===== src/rtl/piso_shift_tx.sv =====
// ============================================================================
// piso_shift_tx : parallel-in/serial-out transmitter with valid/ready load.
// Optional even-parity trailer bit when PISO_PARITY_EN is defined.
// Revision: 1.0
// ============================================================================
`default_nettype none

module piso_shift_tx #(
  parameter int WIDTH     = 4,
  parameter bit MSB_FIRST = 1'b1
) (
  input  logic             clk,
  input  logic             rs,
  input  logic [WIDTH-1:0] din,
  input  logic             load,
  output logic             ready,
  output logic             sout,
  output logic             sout_valid,
  output logic             done
);

  localparam int                 CNT_W    = $clog2(WIDTH + 1);
  localparam logic [CNT_W-1:0]   LAST_BIT = CNT_W'(WIDTH - 1);

  typedef enum logic [1:0] {
    IDLE   = 2'd0,
    SHIFT  = 2'd1
`ifdef PISO_PARITY_EN
    ,
    PARITY = 2'd2
`endif
  } state_t;

  state_t           state_q, state_d;
  logic [WIDTH-1:0] shreg_q, shreg_d;
  logic [CNT_W-1:0] cnt_q, cnt_d;
  logic             done_q, done_d;
  logic [WIDTH-1:0] shreg_next;
  logic             out_bit;
`ifdef PISO_PARITY_EN
  logic             par_q;
`endif

  // Shift toward whichever end drives sout, zero-filling behind.
  generate
    if (MSB_FIRST) begin : g_msb_first
      assign out_bit    = shreg_q[WIDTH-1];
      assign shreg_next = {shreg_q[WIDTH-2:0], 1'b0};
    end else begin : g_lsb_first
      assign out_bit    = shreg_q[0];
      assign shreg_next = {1'b0, shreg_q[WIDTH-1:1]};
    end
  endgenerate

  always_ff @(posedge clk or negedge rs) begin
    if (!rs) begin
      state_q <= IDLE;
      shreg_q <= '0;
      cnt_q   <= '0;
      done_q  <= 1'b0;
`ifdef PISO_PARITY_EN
      par_q   <= 1'b0;
`endif
    end else begin
      state_q <= state_d;
      shreg_q <= shreg_d;
      cnt_q   <= cnt_d;
      done_q  <= done_d;
`ifdef PISO_PARITY_EN
      if (state_q == IDLE && load) begin
        par_q <= ^din;
      end
`endif
    end
  end

  always_comb begin
    state_d = state_q;
    shreg_d = shreg_q;
    cnt_d   = cnt_q;
    done_d  = 1'b0;
    case (state_q)
      IDLE: begin
        if (load) begin
          state_d = SHIFT;
          shreg_d = din;
          cnt_d   = '0;
        end
      end
      SHIFT: begin
        shreg_d = shreg_next;
        cnt_d   = cnt_q + CNT_W'(1);
        if (cnt_q == LAST_BIT) begin
`ifdef PISO_PARITY_EN
          state_d = PARITY;
`else
          state_d = IDLE;
          done_d  = 1'b1;
`endif
        end
      end
`ifdef PISO_PARITY_EN
      PARITY: begin
        state_d = IDLE;
        done_d  = 1'b1;
      end
`endif
      default: begin
        state_d = IDLE;
      end
    endcase
  end

  // Outputs decode registered state only; load/din never reach them directly.
  always_comb begin
    sout = 1'b0;
    case (state_q)
      SHIFT:   sout = out_bit;
`ifdef PISO_PARITY_EN
      PARITY:  sout = par_q;
`endif
      default: sout = 1'b0;
    endcase
  end

  assign ready      = (state_q == IDLE);
  assign sout_valid = (state_q != IDLE);
  assign done       = done_q;

endmodule

`default_nettype wire


===== config.mk =====
export PLATFORM = sky130hd
export DESIGN_NAME = piso_shift_tx
export DESIGN_NICKNAME = d
export VERILOG_FILES = /design/src/rtl/piso_shift_tx.sv
export SDC_FILE = /design/constraint.sdc
export NUM_CORES = 1
export LEC_CHECK = 0
export ABC_CLOCK_PERIOD_IN_PS = 1200
export CAP_MARGIN = 15
export CORE_AREA = 8 8 45 47
export CTS_CLUSTER_DIAMETER = 80
export DETAILED_ROUTE_END_ITERATION = 10
export DIE_AREA = 0 0 53 55
export PLACE_DENSITY = 0.61
export SLEW_MARGIN = 0
export SYNTH_ARGS = -nofsm -noshare
export SYNTH_HDL_FRONTEND = slang
export SYNTH_SLANG_ARGS = --single-unit

===== constraint.sdc =====
create_clock -name clk -period 1.2 [get_ports clk]
set_input_delay 0.12 -clock clk [delete_from_list [all_inputs] [get_ports clk]]
set_output_delay 0.12 -clock clk [all_outputs]
set_load 0.02 [all_outputs]

==> Word-level counts from Yosys, hierarchy flattened <==
Index checks and enable logic that the tools add are counted.
{ "word_totals": {"register_bits": 10, "output_inout_bits": 4, "word_cells": 24} }
{ "classes": {"n_addsub": 1, "eq_ne": 4, "muxes": 10, "reduce_logical": 5} }
{ "op_table": {"columns": ["operator", "n"], "rows": [
  ["4-bit case mux with 2 select lines", 1],
  ["3-bit case mux with 2 select lines", 1],
  ["2-bit 2-to-1 mux", 2],
  ["4-bit 2-to-1 mux", 1],
  ["2-bit != test, second input constant", 2],
  ["2-bit case mux with 2 select lines", 1],
  ["2-bit AND reduction", 2],
  ["2-bit nonzero test", 2],
  ["3-bit by 1-bit adder with 3-bit output, second input constant", 1],
  ["3-bit by 2-bit equality test with 1-bit output, second input constant", 1],
  ["1-bit 2-to-1 mux", 3],
  ["3-bit 2-to-1 mux", 1],
  ["2-bit by 1-bit equality test with 1-bit output, second input constant", 1],
  ["2-bit zero test", 1]
]} }

==> Depth between registers and ports, before layout <==
Gate-level depths: netlist (run 1).
{ "depth": {"ltp_word": 3, "ltp_mapped": 4, "depth_no_buf": 4} }

==> Worst setup path after synthesis (run 1) <==
Ideal clock, no wire load.
{ "synth_timing": {"path_kind": "register to register", "from": "reg state_q[0]", "to": "reg cnt_q[0]", "arrival_ns": 0.920, "path_slack_ns": 0.155, "path_stages_with_launch": 4, "path_buffers": 1, "synth_period_minus_slack_ns": 1.045, "cell_sequence": "dfrtp_1 buf_2 inv_1 o21ai_2"} }
{ "synth_between": {"elab_chain_len": 3, "word_cells_on_any_way": 6} }
{ "synth_lines": {"columns": ["element", "line", "source"], "rows": [
  ["start: declaration", "34", "state_t state_q, state_d;"],
  ["start signal: assignment", "65", "state_q <= state_d;"],
  ["2-bit zero test (*)", null, null],
  ["via ready", "16", "output logic ready,"],
  ["2-bit != test (no source line) or 2-bit nonzero test (tied branches)", null, null],
  ["2-bit AND reduction (no source line)", null, null],
  ["end signal: assignment", "67", "cnt_q <= cnt_d;"],
  ["end: declaration", "36", "logic [CNT_W-1:0] cnt_q, cnt_d;"]
]} }
The timed path passes the listed nets; every way through them passes the cells marked *.
A chain may end at the register's enable or synchronous reset.

==> Worst setup path in the final report (run 1) <==
{ "layout_timing": {"from": "reg state_q[0]", "to": "out sout_valid"} }
{ "layout_between": {"elab_chain_len": 1} }
{ "layout_lines": {"columns": ["element", "line", "source"], "rows": [
  ["2-bit nonzero test", "127", "assign sout_valid = (state_q != IDLE);"],
  ["end: declaration", "18", "output logic sout_valid,"]
]} }
No other way between the ends.

==> flow_summary.yaml, run 1 <==
clocking:
  h-tree-depth: 1
  numCtsBuffers: 3
  clockRootBuffer: "clkbuf_4"
  cts.clk_slew.worst_paths_ps: 60
  clock_sinks: 9
  clk_latency_ps: 260
  cts_tree: "yes"
  max-clock-path-buffers: 2
flow_run:
  max_cap_viol_count: 0
logic_synthesis:
  synth_top_cell_area_share: 0.564
  syn_inst: 34
  ys_ff_latch: 9
  ys_top_cells_by_area: "dfrtp_1 56%, mux2i_1 10%, ha_1 6.3%"
  synth_most_common_cell: "dfrtp_1"
  synth.distinct_cells: 14
  synth-async-reset-ratio: 1.00
  syn_area_sq_um: 399
  netlist_top_cells_count: "9 x dfrtp_1, 4 x mux2i_1, 3 x nand2_1, 3 x nor2_1, 3 x o21ai_0"
  synth-main-ff-cell: "dfrtp_1"
  synth_enable_flop_cells: 0
  synth_fp_nets: 43
  ys_warn_count: 0
  synth.avg_cell_area_sq_um: 11.7
  synth-seq-area-share: 0.564
  yosys.area.top_type: "dfrtp_1"
setup_path:
  critPathTopFamily: "flip-flops"
  worstSetupPathType: "register to output port"
  cp_data_arrival_time_ps: 1030
  crit_buf_inv: 1
  cp_slowest_cell: "dfrtp_1"
  max_stage_delay_ps: 410
  cp-start-kind: "register"
  required_ps: 1080
  cp_cell_sequence: "dlygate4sd2_1"
  crit_path_end_kind: "output port"
  cp_max_fo: 5
finish:
  diodes: 0
  multi_input_comb_area_sq_um: 150
  syn_to_final_growth_pct: 38.6
  fin_cells: 66
  fillers: 145
  nets: 60
  ff_latch_area_sq_um: 225
  layout-drive-gt1-share: 0.200
power_and_ir_drop:
  powerDensity_mw_per_mm2: 2280
  p_leak_nw: 0.270
  finalPower_mw: 1.26
  max-vdd-ir-drop_mv: 0.899
run_status:
  status: "complete, no violations"
timing:
  setup-tns-final_ps: 0
  worst_clock_skew_ps: 2.53
  setup_viol: 0
  worst_pin_slew_ps: 424
  rsz0062_at_grt: "false"
  setup_ws_ps: 47.0
  layout_min_cycle_time_ps: 1150
  whs_ps: 165
  relSlewSlack: 0.717
  finalMaxSlewViolations: 0
  finalCritPeriodShare: 0.961
  hold_viol_final: 0
  max_freq_ghz: 0.867
floorplan:
  die_w_um: 53
  die_area_sq_mm: 0.00292
  core_sq_mm: 0.00138
  fp-row-count: 14
  io_pins: 11
  start_util: 0.288
  die_y_um: 55
global_route:
  grt_pass1_vias: 311
  overflow: 0
  grt_pass1_wl_um: 1370
  track_usage: 0.0671
  antenna_found_initial: 0
  grt_max_degree: 10
placement:
  dp_slack_ps: -41.9
  port_buffers: 10
  dpl.hpwl_um: 596
  gp_congestion: 0.733
  place_inst: 62
route:
  vias: 288
  post_drt_via_cell_ratio: 4.36
  drt-wirelength-per-cell_um: 12.4
  drtPass1Iterations: 4
  drc: 0
  ant_nets: 0
  drt_wl_total_um: 817
  drt_iter0_markers: 4
hold_path:
  hold_class: "primary input to async pin"
metal layers:
layer	global-route usage	vias up	part of all wire
met5	0	-	0
met4	0.0647	0	0
met3	0.0348	0	0.099
met2	0.0898	8	0.41
met1	0.0743	132	0.48
li1	-	148	-
power breakdown:
group | switching, mW | leakage, nW | internal, mW | total, mW
registers | 0.0741 | 0.114 | 0.427 | 0.501
logic | 0.264 | 0.141 | 0.267 | 0.531
clock network | 0.102 | 0.0150 | 0.128 | 0.230
logic make-up (layout without fill, tap and decap cells):
logic type / Yosys count / after routing / synth area share
muxes: 4 / 4 / 0.100
and+or+nand+nor: 9 / 9 / 0.110
AOI/OAI and AO/OA: 6 / 6 / 0.103
buffers and inverters: 4 / 20 / 0.0596
DFF: 9 / 9 / 0.564
adders and majority gates: 2 / 2 / 0.0627
area by class of cell:
| class | instances | area share |
|---|---|---|
| clock buffers | 4 | 0.0475 |
| inverters | 2 | 0.0136 |
| multi-input cells | 21 | 0.271 |
| flip-flops and latches | 9 | 0.407 |
| well taps | 16 | 0.0362 |
| repair buffers | 14 | 0.224 |
registers in the layout (all words and copies together), names as in the netlist:
register and cells:
shreg_q 4, state_q 1, done 1, cnt_q 3
timing repair:
item	CTS	global route
endpoints found under the setup margin	4	0
gates resized for setup	9	0
hold buffers	0	0
buffers inserted	0	0
layout by cell type (no fill, tap or decap), drive strengths merged:
master / synthesis / final
dfrtp: 9 / 9
clkdlybuf4s50: 0 / 6
buf: 2 / 5
mux2i: 4 / 4
o21ai: 4 / 4
clkbuf: 0 / 4
nand2: 3 / 3
nor2: 3 / 3
inv: 2 / 2
and2: 2 / 2
ha: 2 / 2
dlygate4sd2: 0 / 2
a22o: 1 / 1
or3b: 1 / 1
o2bb2ai: 1 / 1
clkdlybuf4s15: 0 / 1
through the flow:
step | utilization | cell area, sq um
6_report | 0.400 | 553
5_1_grt | 0.400 | 553
4_1_cts | 0.400 | 553
3_5_place_dp | 0.385 | 533
3_3_place_gp | 0.385 | 533
2_1_floorplan | - | 399
final timing paths:
path | slack [ps] | end | depth (start not counted) | from
setup reg to reg | 100 | cnt_q[2]$_DFFE_PN0P_ | 3 | cnt_q[0]$_DFFE_PN0P_
hold reg to reg | 470 | cnt_q[0]$_DFFE_PN0P_ | 1 | cnt_q[0]$_DFFE_PN0P_
setup / recovery | 50 | sout_valid | 1 | state_q[0]$_DFFE_PN0P_
max in group asynchronous | 740 | cnt_q[2]$_DFFE_PN0P_ | 1 | rs
hold / removal | 160 | shreg_q[3]$_DFFE_PN0P_ | 1 | rs
min in group clk | 470 | cnt_q[0]$_DFFE_PN0P_ | 1 | cnt_q[0]$_DFFE_PN0P_
Power figures use the tool's default switching activity.
==> run 2: changes to the inputs <==
--- a/config.mk
+++ b/config.mk
@@ -5,7 +5,7 @@
 export SDC_FILE = /design/constraint.sdc
 export NUM_CORES = 1
 export LEC_CHECK = 0
-export ABC_CLOCK_PERIOD_IN_PS = 1200
+export ABC_CLOCK_PERIOD_IN_PS = 1300
 export CAP_MARGIN = 15
 export CORE_AREA = 8 8 45 47
 export CTS_CLUSTER_DIAMETER = 80
==> constraint.sdc (replaced) <==
create_clock -name clk -period 1.3 [get_ports clk]
set_input_delay 0.13 -clock clk [delete_from_list [all_inputs] [get_ports clk]]
set_output_delay 0.13 -clock clk [all_outputs]
set_load 0.02 [all_outputs]
==> run 2 against run 1 <==
Clock-buffer cell count did not move; via count fell by 1.7%; largest power group unchanged; sequential power fell by 7.0%; global-route usage fell by 0.28 points; highest routed layer unchanged; sequential share of layout area rose by 0.51 points; final cell count fell by 1.5%.
==> flow_summary.yaml, run 2 (synthesis results as in run 1) <==
run_status:
  status: "complete, no violations"
setup_path:
  worstSetupPathType: "register to output port"
  cp_max_fo: 5
  crit_path_end_kind: "output port"
  required_ps: 1170
  r2r_cells: 3
  r2r_slack_ps: 200
  cp_data_arrival_time_ps: 1110
  r2r_start: "cnt_q[0]$_DFFE_PN0P_"
  worst_r2r_endpoint: "cnt_q[2]$_DFFE_PN0P_"
  cp-start-kind: "register"
power_and_ir_drop:
  pwr-share-seq: 0.400
  clockPowerShare: 0.186
  internal_power_mw: 0.761
  p_switching_mw: 0.405
  max-vdd-ir-drop_mv: 0.962
  p_leak_nw: 0.267
  powerDensity_mw_per_mm2: 2120
  finalPower_mw: 1.17
  switching_share: 0.347
  power_frac_comb: 0.414
finish:
  mostFrequentLayoutCell: "dfrtp_1"
  regMostFlops: "shreg_q"
  diodes: 0
  final_cell_mix: "8 x dfrtp_1, 6 x clkdlybuf4s50_1, 4 x mux2i_1"
  largest_reg_flops: 4
  syn_to_final_growth_pct: 37.6
  layout-drive-gt1-share: 0.163
  fillers: 158
  nets: 59
  reg_top3: "shreg_q: 4 flops, cnt_q: 3 flops"
  postLayoutCellArea_sq_um: 549
route:
  drtPass1Iterations: 4
  drt_iter0_markers: 6
  drt_wl_total_um: 786
  vias: 283
  drt-wirelength-per-cell_um: 12.1
  drc: 0
  post_drt_via_cell_ratio: 4.35
  ant_nets: 0
clocking:
  clock_sinks: 9
  post_cts_buffers: 0
  cts_tree: "yes"
  h-tree-depth: 1
  hold_buffers: 0
  clk_latency_ps: 260
  max-clock-path-buffers: 2
  cts.clk_slew.worst_paths_ps: 60
  numCtsBuffers: 3
  clockRootBuffer: "clkbuf_4"
global_route:
  antenna_found_initial: 0
  overflow: 0
  grt_max_degree: 10
  grt_pass1_wl_um: 1300
  track_usage: 0.0644
  grt_pass1_vias: 300
floorplan:
  fp-row-count: 14
  start_util: 0.288
  core_sq_mm: 0.00138
  die_y_um: 55
  die_w_um: 53
  die_area_sq_mm: 0.00292
  io_pins: 11
placement:
  port_buffers: 10
  dpl_cell_area_sq_um: 526
  dpl.hpwl_um: 584
  gp_congestion: 0.742
timing:
  hold_viol_final: 0
  setup_viol: 0
  rsz0062_at_grt: "false"
  layout_min_cycle_time_ps: 1240
  finalMaxSlewViolations: 0
  max_freq_ghz: 0.806
  worst_clock_skew_ps: 1.80
  finalCritPeriodShare: 0.954
  setup-tns-final_ps: 0
  worst_pin_slew_ps: 424
  relSlewSlack: 0.717
flow_run:
  max_cap_viol_count: 0
hold_path:
  hold_class: "primary input to async pin"
## run 2: cell count changes in the layout (fill, tap and decap cells not counted), sizes merged
cell	previous run	this run
buf	5	3
dlygate4sd2	2	3
## run 2: power by group through the flow
stage          logic (mW)  clock network (mW)  registers (mW)
6_report            0.482               0.217           0.466
2_1_floorplan       0.273                   0           0.483
3_5_place_dp        0.526                   0           0.473
3_3_place_gp        0.519                   0           0.466
5_1_grt             0.539               0.238           0.486
4_1_cts             0.487               0.225           0.467
## run 2: how the worst max path moves through the flow
stage / start / to / slack, ps / depth (start not counted)
6_report: state_q[0]$_DFFE_PN0P_ / sout / 60 / 2
5_1_grt: state_q[0]$_DFFE_PN0P_ / sout / 20 / 2
4_1_cts: state_q[0]$_DFFE_PN0P_ / sout / 3 / 2
3_5_place_dp: state_q[0]$_DFFE_PN0P_ / sout / 20 / 2
3_3_place_gp: state_q[0]$_DFFE_PN0P_ / sout / 20 / 2
2_1_floorplan: state_q[0]$_DFFE_PN0P_ / sout / 250 / 2
## run 2: metal layers
metal | up-vias | part of all wire | track usage
met2 | 10 | 0.42 | 0.0879
met3 | 0 | 0.13 | 0.0374
met4 | 0 | 0 | 0.0517
met5 | - | 0 | 0
met1 | 130 | 0.45 | 0.0712
li1 | 143 | - | -
## run 2: area by class of cell
cell class	count	area [sq um]	area share
multi-input combinational	21	150	0.273
sequential	9	226	0.412
clock buffer	4	26.3	0.0478
inverter	2	7.51	0.0137
timing repair buffer	13	119	0.216
tap	16	20.0	0.0364
## run 2: timing repair
action                     CTS  global route
resized for setup            4             2
pin swaps                    0             0
setup endpoints to repair    4             1
## run 2: worst max-delay path, stage by stage, from the launching register on
cell             delay, ps
dfrtp_2                430
and2_1                 140
clkdlybuf4s15_1        280
## run 2: through the flow
step                      hold WS [ps]  instances  worst slack, ps   util
final                              171         65             59.4  0.397
after global routing               198         65             20.8  0.397
after CTS                          180         65             2.99  0.395
after detailed placement           462         61             16.6  0.380
after global placement             456         61             20.3  0.380
after floorplan                   -166         34              250      -
